## src/rtl/pwm_multi_generator.sv

```systemverilog
// Multi-channel PWM generator: one shared period counter, per-channel double-buffered
// duty registers updated only at the period wrap, with optional per-period duty ramping.
module pwm_multi_generator #(
    parameter int CHANNELS  = 4,
    parameter int WIDTH     = 16,
    parameter int PERIOD    = 24000,
    parameter int RAMP_STEP = 0
) (
    input  logic                      CLK,
    input  logic                      Reset,
    input  logic [CHANNELS*WIDTH-1:0] Invoer,
    input  logic                      Laden,
    input  logic [CHANNELS-1:0]       Inschakelen,
    output logic [CHANNELS-1:0]       Uitvoer,
    output logic                      PeriodeEinde
);

    localparam logic [WIDTH-1:0] PERIOD_W = WIDTH'(PERIOD);
    localparam logic [WIDTH-1:0] LAST_W   = WIDTH'(PERIOD - 1);
    localparam logic [WIDTH:0]   STEP_W   = (WIDTH+1)'(RAMP_STEP);

    logic [WIDTH-1:0] cnt_p0;
    logic             wrap_p0;
    logic [WIDTH-1:0] pending_p0 [CHANNELS];
    logic [WIDTH-1:0] active_p0  [CHANNELS];
    logic [WIDTH-1:0] target     [CHANNELS];

    function automatic logic [WIDTH-1:0] clamp_duty(input logic [WIDTH-1:0] v);
        return (v > PERIOD_W) ? PERIOD_W : v;
    endfunction

    // Step toward the target by at most RAMP_STEP; one extra bit keeps the sum from wrapping.
    function automatic logic [WIDTH-1:0] ramp_duty(input logic [WIDTH-1:0] cur,
                                                   input logic [WIDTH-1:0] tgt);
        logic [WIDTH:0] c;
        logic [WIDTH:0] t;
        logic [WIDTH:0] r;
        c = {1'b0, cur};
        t = {1'b0, tgt};
        r = t;
        if (RAMP_STEP != 0) begin
            if ((t > c) && ((t - c) > STEP_W))
                r = c + STEP_W;
            else if ((c > t) && ((c - t) > STEP_W))
                r = c - STEP_W;
        end
        return r[WIDTH-1:0];
    endfunction

    assign wrap_p0      = (cnt_p0 == LAST_W);
    assign PeriodeEinde = wrap_p0;

    always_comb begin
        for (int i = 0; i < CHANNELS; i++) begin
            target[i] = Laden ? clamp_duty(Invoer[i*WIDTH +: WIDTH]) : pending_p0[i];
        end
    end

    // Stage p0: counter, pending and active duty registers
    always_ff @(posedge CLK or negedge Reset) begin
        if (!Reset) begin
            cnt_p0 <= '0;
            for (int i = 0; i < CHANNELS; i++) begin
                pending_p0[i] <= '0;
                active_p0[i]  <= '0;
            end
        end else begin
            cnt_p0 <= wrap_p0 ? '0 : cnt_p0 + 1'b1;
            for (int i = 0; i < CHANNELS; i++) begin
                if (Laden)
                    pending_p0[i] <= clamp_duty(Invoer[i*WIDTH +: WIDTH]);
                if (wrap_p0)
                    active_p0[i] <= ramp_duty(active_p0[i], target[i]);
            end
        end
    end

    // Stage p1: registered comparator outputs, one cycle behind the counter
    always_ff @(posedge CLK or negedge Reset) begin
        if (!Reset) begin
            Uitvoer <= '0;
        end else begin
            for (int i = 0; i < CHANNELS; i++) begin
                Uitvoer[i] <= Inschakelen[i] & (cnt_p0 < active_p0[i]);
            end
        end
    end

endmodule

```

## config.mk

```make
export PLATFORM = sky130hd
export DESIGN_NAME = pwm_multi_generator
export DESIGN_NICKNAME = d
export VERILOG_FILES = /design/src/rtl/pwm_multi_generator.sv
export SDC_FILE = /design/constraint.sdc
export NUM_CORES = 1
export LEC_CHECK = 0
export BUFFER_PORTS_ARGS = -buffer_cell sky130_fd_sc_hd__buf_2
export CAP_MARGIN = 20
export CORE_UTILIZATION = 55
export CTS_BUF_LIST = sky130_fd_sc_hd__clkbuf_4 sky130_fd_sc_hd__clkbuf_8
export CTS_CLUSTER_DIAMETER = 30
export CTS_CLUSTER_SIZE = 20
export DETAILED_ROUTE_END_ITERATION = 12
export HOLD_SLACK_MARGIN = 0.03
export PLACE_DENSITY = 0.76
export REMOVE_ABC_BUFFERS = 1
export SYNTH_ARGS = -nofsm -noshare
export SYNTH_HDL_FRONTEND = slang
export SYNTH_SLANG_ARGS = --single-unit
```

## constraint.sdc

```tcl
create_clock -name CLK -period 2.1 [get_ports CLK]
set_clock_uncertainty 0.05 [all_clocks]
set_input_delay 0.105 -clock CLK [delete_from_list [all_inputs] [get_ports CLK]]
set_output_delay 0.105 -clock CLK [all_outputs]
set_load 0.05 [all_outputs]
```

==> metrics.md, run 1 <==
| Metric | Value |
|---|---|
| H-tree depth | `4` |
| DR pass1 iterations | `5` |
| EDFF count, synth | `0` |
| Count leader, synth | `dfrtp_1` |
| R2R depth | `7` |
| Clock sinks | `approximately 150` |
| Psw | `between 1 and 1.5 mW` |
| Synth top area share | `50.00%` |
| Setup ws final | `0.04531 ns` |
| Hold violation count in the final report | `0` |
| Syn_area_per_cell | `12.08 um2` |
| Critical Path AT | `about 2.4 ns` |
| Internal power | `4.533 mW` |
| WP data required | `approximately 2.4 ns` |
| Seq/Total Area, Yosys | `50.00%` |
| Number of global-route vias before repair | `5977` |
| CP Cell Sequence | `buf_4 -> ha_1 -> a21oi_1 -> o21ai_0 -> a2111oi_1 -> nor2_1 -> a311oi_1` |
| Commonest cells in the netlist | `dfrtp_1, mux2_2, ha_1, inv_1, nand2_1` |
| Peak VDD IR | `0.4223 mV` |
| Max stage delay on crit path | `between 0.4 and 0.5 ns` |
| All-Layer GR Usage | `27.09%` |
| Top FF cell, synth | `dfrtp_1` |
| Slew HR | `55.03%` |
| Fmax | `0.4867 GHz` |
| CTS max path bufs | `2` |
| Cell Rows | `42` |
| Hold crit path type | `in -> reg` |
| Layout area overhead | `28.53%` |
| Port Buffer Count | `75` |
| Netlist Area Pre-Place | `7407 um2` |
| Sequential share of power | `50.3%` |
| CP endpoint kind | `flop` |
| Status | `finished, final reports clean` |
| Critical-path maximum fanout | `5` |
| GPL Wtd Cong | `roughly 0.89` |
| Die Y | `118.1 um` |
| Routed wirelength normalized by instance count | `17.75 um` |
| Startpoint types | `flop` |
| Master of the slowest instance on the critical path | `dfrtp_2` |
| Dominant cell type by area after synthesis | `dfrtp_1` |
| First-pass GRT wire length | `29060 um` |
| Crit path buf inv count | `1` |
| Combinational share of power | `about 9%` |
| Core area | `13190 um2` |
| Register bit total from synthesis | `148` |
| Top cell family by delay on the critical path | `compound AO/OA/AOI/OAI gates` |
| DP Worst Slack | `roughly 0.011 ns` |
| Pins Over Slew Limit | `0` |
| Antenna Nets Post-Route | `0` |
| Post-DP HPWL | `about 12000 um` |
| CP Class | `reg -> reg` |
| Most area-consuming cells after synthesis | `dfrtp_1, ha_1, mux2_2` |
| Root buffer selected by CTS | `clkbuf_8` |
| Total power | `about 6 mW` |
| Layout cells sized above 1 | `28.61%` |
| Initial Util | `56.16%` |
| Clock network power share | `40.9%` |
| Setup-failing EPs final | `0` |
| Synth unique cells | `42` |
| FILL cells | `870` |
| Async S/R FF share, synth | `100.0%` |
| Synthesis Warnings | `0` |
| Leakage power | `4.441 nW` |
| Power Density | `620.0 nW/um2` |
| Gr ovfl total | `0` |
| # IOs | `76` |
| CTS Buf Count | `17` |
| Syn Inst Count | `613` |
| Vias/cell | `5.635` |
| Largest net degree at the start of global routing | `64` |
| Initial antenna violation count | `1` |
| Crit path time final | `2.055 ns` |
| Worst Tran Pin Value | `0.6705 ns` |
| DRT iter0 DRCs | `between 300 and 400` |
| Hold Path Cell Cnt | `4` |
| Nets | `937` |
| Worst path depth | `7` |
| Die ar. | `13940 um2` |
| Drt drc | `0` |
| Antenna Cells | `0` |
| Clock transition at the registers of the reported paths | `0.08 ns` |
| Final core occ | `72.18%` |
| Crit share post-route | `97.84%` |
| Die X | `118.1 um` |
| Sw Share | `between 20% and 30%` |
| Max-cap viol count | `0` |
| Vias | `about 5.6k` |
| Drt total wl | `17640 um` |
| Clock Latency Late Sink | `between 0.4 and 0.5 ns` |
| CTS tree | `done` |
-- layer usage --
metal	part of all wire (%)	track usage (%)	vias to the layer above
met5	0	0	-
met4	2.9	12.58	0
met3	3.8	5.233	46
met2	50	45.55	160
met1	43	33.70	2764
li1	-	-	2631
-- cells by family after synthesis --
| kind of cell | count (synthesis) | share of synthesized area (%) |
|---|---|---|
| multiplexers | 64 | 9.730 |
| AO/OA/AOI/OAI | 124 | 14.16 |
| AND/OR/NAND/NOR | 128 | 10.14 |
| buffers and inverters | 76 | 4.257 |
| XOR/XNOR | 12 | 1.419 |
| adder cells (fa/ha/maj) | 61 | 10.30 |
| flip-flops | 148 | 50.00 |
-- metrics by stage --
step | instance area (um2) | instances | TNS, ns | hold slack, ns
after floorplan | 7325 | 599 | -12.71 | -0.2406
after global placement | 8184 | 876 | 0 | 0.07612
after detailed placement | 8184 | 876 | 0 | 0.08757
after CTS | 9440 | 987 | -0.01052 | 0.03140
after global routing | 9520 | 994 | -0.02532 | 0.09249
final | 9520 | 994 | 0 | 0.09912
-- flip-flops by register name (all words and copies together), names as in the netlist --
| name | flops |
|---|---|
| active_p0 | 64 |
| cnt_p0 | 16 |
| Uitvoer | 4 |
| pending_p0 | 64 |
-- power by group through the flow --
stage               sequential [mW]  combinational [mW]  clock, mW
floorplan                      3.02               0.170          0
global placement               3.02               0.389          0
detailed placement             3.02               0.405          0
CTS                            2.96               0.515       2.47
global route                   2.97               0.567       2.59
finish                         2.97               0.524       2.41
-- worst register-to-register path: stages (launching register included) --
cell	delay (ns)
dfrtp_2	0.41
buf_4	0.16
ha_1	0.30
a21oi_1	0.15
o21ai_0	0.09
a2111oi_1	0.41
nor2_1	0.07
a311oi_1	0.29
-- area by class of cell --
class / instances / area [um2] / area share [%]
sequential: 148 / 3710 / 38.97
multi-input combinational: 389 / 3422 / 35.94
clock buffer: 19 / 255.2 / 2.681
inverter: 62 / 232.7 / 2.444
clock inverter: 13 / 181.4 / 1.906
tap: 176 / 220.2 / 2.313
timing repair buffer: 187 / 1499 / 15.74
-- layout by cell type (no fill, tap or decap), types with 5 or more instances in the layout --
| cell type | count |
|---|---|
| clkbuf_8 | 18 |
| dfrtp_2 | 5 |
| buf_12 | 5 |
| ha_1 | 60 |
| nor2b_1 | 9 |
| buf_2 | 73 |
| o21ai_0 | 10 |
| a22o_1 | 32 |
| nor4_1 | 5 |
| xnor2_1 | 5 |
| buf_4 | 33 |
| nor2_1 | 20 |
| dlygate4sd3_1 | 73 |
| nand3_1 | 7 |
| dfrtp_1 | 143 |
| a21o_1 | 8 |
| inv_1 | 61 |
| xor2_1 | 7 |
| mux2_2 | 64 |
| o22a_1 | 28 |
| nor3_1 | 5 |
| nand2_1 | 40 |
| nand2b_1 | 9 |
| a21oi_1 | 13 |
-- repair_timing --
item | CTS | global route
pin swaps | 2 | 7
resized for setup | 8 | 7
setup endpoints to repair | 2 | 5
endpoints found under the hold margin | 192 | 0
gates cloned | 1 | 0
setup buffers | 5 | 7
hold buffers | 73 | 0
-- path summary, 6_finish.rpt --
check | startpoint | to | slack, ns
worst max-delay path | cnt_p0[7] | Uitvoer[2] | 0.05
worst min-delay path | Invoer[63] | pending_p0[7] | 0.1
worst max register to register | cnt_p0[7] | Uitvoer[2] | 0.05
worst min register to register | pending_p0[14] | pending_p0[14] | 0.45
max in group asynchronous | Reset | active_p0[41] | 1.17
min in group asynchronous | Reset | pending_p0[20] | 0.16
Note: power is estimated with default switching activity, not from simulation.
==> run 2, diff against run 1 <==
- CELL_PAD_IN_SITES_DETAIL_PLACEMENT: not set -> 0
- CELL_PAD_IN_SITES_GLOBAL_PLACEMENT: not set -> 2
- CORE_UTILIZATION: 55 -> 42
- PLACE_DENSITY: 0.76 -> 0.84
==> run 2 against run 1 <==
Against the previous run: via count shrank 3.0%; power fell by 4.7%; global-route usage down 5.8 points; die area up 30%; fmax is 0.91% lower; design area is essentially flat; non-clock buffer count is 2 lower; sequential share of layout area hardly changed; highest routed layer unchanged; critical path depth shrank 1; largest cell class unchanged; register-to-register slack is essentially flat.
==> metrics.md, run 2 (synthesized netlist as in run 1, its figures left out) <==
| Metric | Value |
|---|---|
| WP data required | `1.95 ns` |
| Status | `finished, final reports clean` |
| Hold Path Origin | `Invoer[47]` |
| Drt total wl | `about 18000 um` |
| Vias | `5433` |
| Initial antenna violation count | `0` |
| Sequential cell area | `3710 um2` |
| Setup-failing EPs final | `0` |
| Placed inst area | `8290 um2` |
| Hold crit path type | `in -> reg` |
| Layout area overhead | `28.55%` |
| Drt drc | `0` |
| FF-to-FF Start | `cnt_p0[9]` |
| Root buffer selected by CTS | `clkbuf_8` |
| First-pass GRT wire length | `29250 um` |
| Clock Latency Late Sink | `approximately 0.45 ns` |
| Die ar. | `18170 um2` |
| Power Density | `590.7 nW/um2` |
| Port Buffer Count | `75` |
| Setup ws final | `0.02645 ns` |
| Critical-path maximum fanout | `11` |
| DP Worst Slack | `-0.03645 ns` |
| Crit path time final | `2.074 ns` |
| Nets | `just over 900` |
| H-tree depth | `4` |
| Most frequent cells in the layout | `dfrtp_1, buf_2, dlygate4sd3_1` |
| Crit path launch | `cnt_p0[9]` |
| Fmax | `0.4823 GHz` |
| Largest net degree at the start of global routing | `69` |
| Critical Path AT | `1.92 ns` |
| CTS max path bufs | `2` |
| DRT iter0 DRCs | `271` |
| Multi-input gate area | `3435 um2` |
| Final std cells w/o fill | `just over 1k` |
| Pins Over Slew Limit | `0` |
| WL met2 | `8830 um` |
| Layout cells sized above 1 | `28.87%` |
| Peak VDD IR | `0.3378 mV` |
| Hold violation count in the final report | `0` |
| Most common cell after layout, fill and taps aside | `dfrtp_1` |
| Die Y | `134.8 um` |
| # IOs | `76` |
| Post-DP HPWL | `12520 um` |
| Leakage power | `4.397 nW` |
| DR pass1 iterations | `4` |
| CP Class | `reg -> out` |
| Antenna Cells | `0` |
| CTS Buf Count | `17` |
| Cell area after layout | `9522 um2` |
| Vias/cell | `5.229` |
| Cell Rows | `48` |
| CTS tree | `done` |
| Met3 wire len | `561 um` |
| Max-cap viol count | `0` |
| Core area | `about 17000 um2` |
| Clock transition at the registers of the reported paths | `0.07 ns` |
| Antenna Nets Post-Route | `0` |
| Gr ovfl total | `0` |
| Worst Tran Pin Value | `between 0.4 and 0.5 ns` |
| All-Layer GR Usage | `roughly a fifth` |
| Die X | `around 130 um` |
| CP endpoint kind | `output port` |
| Placed cell count | `roughly 930` |
| Number of global-route vias before repair | `5704` |
| Routed wirelength normalized by instance count | `17.20 um` |
| Met1 WL | `roughly 8200 um` |
| Startpoint types | `flop` |
| Crit share post-route | `98.74%` |
| Clock sinks | `about 150` |
| FILL cells | `1462` |
| Top routing layer used | `met4` |
| Slew HR | `67.17%` |
| GPL Wtd Cong | `between 0.7 and 0.8` |
| Initial Util | `42.97%` |
| Largest regs | `active_p0 x64, pending_p0 x64, cnt_p0 x16` |
## run 2: power by group
part | internal [mW] | switching, mW
Clock | 1.09 | 1.05
Combinational | 0.258 | 0.259
Sequential | 2.94 | 0.0287
## run 2: final timing paths
| path | to | slack [ns] | depth (start not counted) |
|---|---|---|---|
| max in group asynchronous | active_p0[15] | 1.10 | 3 |
| hold reg to reg | pending_p0[14] | 0.45 | 1 |
| setup / recovery | PeriodeEinde | 0.03 | 6 |
| hold / removal | pending_p0[27] | 0.07 | 4 |
| min in group asynchronous | pending_p0[16] | 0.10 | 2 |
| setup reg to reg | active_p0[36] | 0.06 | 7 |
## run 2: repair_timing
action	in CTS	in global routing
resized for setup	12	9
hold endpoints to repair	223	0
endpoints found under the setup margin	4	5
pin swaps	1	10
gates cloned	0	1
buffers inserted	5	2
hold buffers	70	0
## run 2: worst max-delay path, cell delays in order, from the launching register on
cell     delay, ns
dfrtp_1       0.41
buf_4         0.18
nor4_2        0.26
nand4_1       0.18
inv_2         0.15
buf_12        0.15
buf_12        0.14
## run 2: routing by layer
metal / GRT usage (%) / up-vias
li1: - / 2613
met1: 26.98 / 2696
met2: 36.66 / 100
met3: 3.679 / 24
met4: 7.116 / 0
met5: 0 / -
## run 2: cell type report
class                   instances  share of cell area, %
repair buffers                185                  15.65
well taps                     225                  2.957
inverters                      62                  2.444
multi-input cells             389                  36.07
clock buffers                  20                  2.760
flip-flops and latches        148                  38.96
clock inverters                10                  1.156
## run 2: stage by stage
| stage | hold WS [ns] | total power, mW | TNS [ns] | util, % |
|---|---|---|---|---|
| CTS | 0.04940 | 5.686 | 0 | 54.83 |
| finish | 0.06910 | 5.624 | 0 | 55.24 |
| floorplan | -0.2406 | 3.186 | -12.71 | - |
| global route | 0.06233 | 5.855 | -0.04636 | 55.24 |
| detailed placement | 0.02876 | 3.433 | -0.04689 | 48.10 |
| global placement | 0.01983 | 3.413 | 0 | 48.10 |
==> run 3, diff against run 2 <==
- BUFFER_PORTS_ARGS: -buffer_cell sky130_fd_sc_hd__buf_2 -> not set
- CORE_UTILIZATION: 42 -> 45
- DONT_BUFFER_PORTS: not set -> 1
- PLACE_DENSITY: 0.84 -> 0.83
==> run 3 against run 2 <==
Against the previous run: the run now ends with hold timing left; worst hold slack got worse by 0.78 ns; non-clock buffer count decreased by 68; sequential power about the same; final cell count decreased by 7.3%; power decreased by 1.9%; core utilization increased by 2.4 points.
==> metrics.md, run 3 (synthesized netlist as in run 1, its figures left out) <==
| Metric | Value |
|---|---|
| Status | `finished, violations left` |
| Failing checks | `hold timing` |
| Crit path time final | `2.048 ns` |
| Fmax | `about 0.49 GHz` |
| CP endpoint kind | `output port` |
| Post-DP HPWL | `approximately 11000 um` |
| CP Class | `reg -> out` |
| # IOs | `76` |
| Antenna Nets Post-Route | `0` |
| Crit share post-route | `97.53%` |
| Die Y | `approximately 130 um` |
| Root buffer selected by CTS | `clkbuf_8` |
| Initial Util | `46.29%` |
| Cell Rows | `46` |
| Gr ovfl total | `0` |
| WP data required | `1.95 ns` |
| Startpoint types | `flop` |
| Number of global-route vias before repair | `approximately 5.5k` |
| Power Density | `597.9 nW/um2` |
| Initial antenna violation count | `0` |
| Flop2flop setup slack | `between 0.05 and 0.06 ns` |
| GR peak layer | `met2` |
| Slew HR | `56.95%` |
| Critical Path AT | `1.89 ns` |
| FF-to-FF Start | `cnt_p0[7]` |
| Vias/cell | `5.395` |
| Placed inst area | `~7800 um2` |
| Total power | `5.517 mW` |
| Clock sinks | `148` |
| CTS Buf Count | `17` |
| Most common cell after layout, fill and taps aside | `dfrtp_1` |
| Largest regs | `active_p0 x64, pending_p0 x64, cnt_p0 x16` |
| Die ar. | `about 17000 um2` |
| Hold violation count in the final report | `roughly 150` |
| Critical-path maximum fanout | `7` |
| Vias | `5195` |
| Nets | `just under 900` |
| Die X | `130.3 um` |
| Largest net degree at the start of global routing | `149` |
| All-Layer GR Usage | `approximately 22%` |
| Cell area after layout | `9228 um2` |
| Most frequent cells in the layout | `dfrtp_1, dlygate4sd3_1, mux2_2` |
| Final core occ | `57.67%` |
| Drt total wl | `about 18000 um` |
| R2R depth | `7` |
| Core area | `16000 um2` |
| Antenna Cells | `0` |
| Post-Route Setup TNS | `0 ns` |
| Drt drc | `0` |
| First-pass GRT wire length | `27720 um` |
| Clock Latency Late Sink | `0.46 ns` |
| Peak VDD IR | `0.5068 mV` |
| Hold crit path type | `in -> async` |
| Leakage power | `approximately 4.1 nW` |
| Max-cap viol count | `0` |
| Cts-stage hold buffer count | `78` |
| Met3 usage | `5.248%` |
| Pins Over Slew Limit | `0` |
| Layout cells sized above 1 | `22.62%` |
| Reg2reg end | `Uitvoer[1]` |
| Met2 GRT Util | `a little under two fifths` |
| Routed wirelength normalized by instance count | `18.23 um` |
| Setup-failing EPs final | `0` |
| DR pass1 iterations | `4` |
| Setup ws final | `0.05189 ns` |
| Clock transition at the registers of the reported paths | `0.08 ns` |
| CTS tree | `done` |
| RSZ-0062 raised after global routing | `yes` |
| GPL Wtd Cong | `0.8411` |
| DP Worst Slack | `-0.01449 ns` |
| CTS max path bufs | `2` |
| Worst Tran Pin Value | `0.6418 ns` |
| H-tree depth | `4` |
| Layout area overhead | `24.58%` |
| DRT iter0 DRCs | `168` |
| Hold slack | `-0.7125 ns` |
| Port Buffer Count | `0` |
| Grt met1 use | `27.64%` |
## run 3: report_power, final
| group | internal [mW] | total [mW] | switching (mW) |
|---|---|---|---|
| Clock | 1.08 | 2.18 | 1.10 |
| Combinational | 0.216 | 0.368 | 0.152 |
| Sequential | 2.94 | 2.97 | 0.0331 |
## run 3: metal layers
metal / vias up / part of all wire (%)
met1: 2567 / 45
met5: - / 0
met2: 120 / 49
li1: 2490 / -
met4: 0 / 1.0
met3: 18 / 4.8
## run 3: cell type report
type	instances	area, um2
multi-input combinational	389	3465
sequential	148	3715
timing repair buffer	117	1165
clock buffer	18	247.7
inverter	62	232.7
fill	1396	6773
tap	216	270.3
clock inverter	13	132.6
## run 3: timing repair
item / in CTS / in global routing
cloned: 1 / 0
setup buffers: 7 / 11
hold endpoints to repair: 280 / 148
setup endpoints to repair: 4 / 30
pin swaps: 1 / 11
gates resized for setup: 13 / 18
## run 3: critical path, stage by stage (launching register included)
cell	delay, ns
dfrtp_2	0.43
nand2b_4	0.15
nor4_4	0.28
nand4_1	0.18
inv_2	0.13
buf_12	0.13
buf_12	0.13
## run 3: stage by stage
stage | std cells | hold slack [ns]
after detailed placement | 834 | -0.2360
after global routing | 963 | -0.7558
final | 963 | -0.7125
after CTS | 951 | -0.7353
after global placement | 834 | -0.2346
after floorplan | 599 | -0.2406
## run 3: worst max path at each step
| stage | start | end | slack, ns | depth (start not counted) |
|---|---|---|---|---|
| 3_3_place_gp | cnt_p0[5] | Uitvoer[1] | -0.01 | 6 |
| 4_1_cts | cnt_p0[15] | PeriodeEinde | 0.007 | 6 |
| 3_5_place_dp | cnt_p0[5] | Uitvoer[1] | -0.01 | 6 |
| 6_report | cnt_p0[15] | PeriodeEinde | 0.05 | 6 |
| 2_1_floorplan | cnt_p0[7] | active_p0[0] | -0.26 | 5 |
| 5_1_grt | cnt_p0[7] | Uitvoer[1] | -0.10 | 7 |
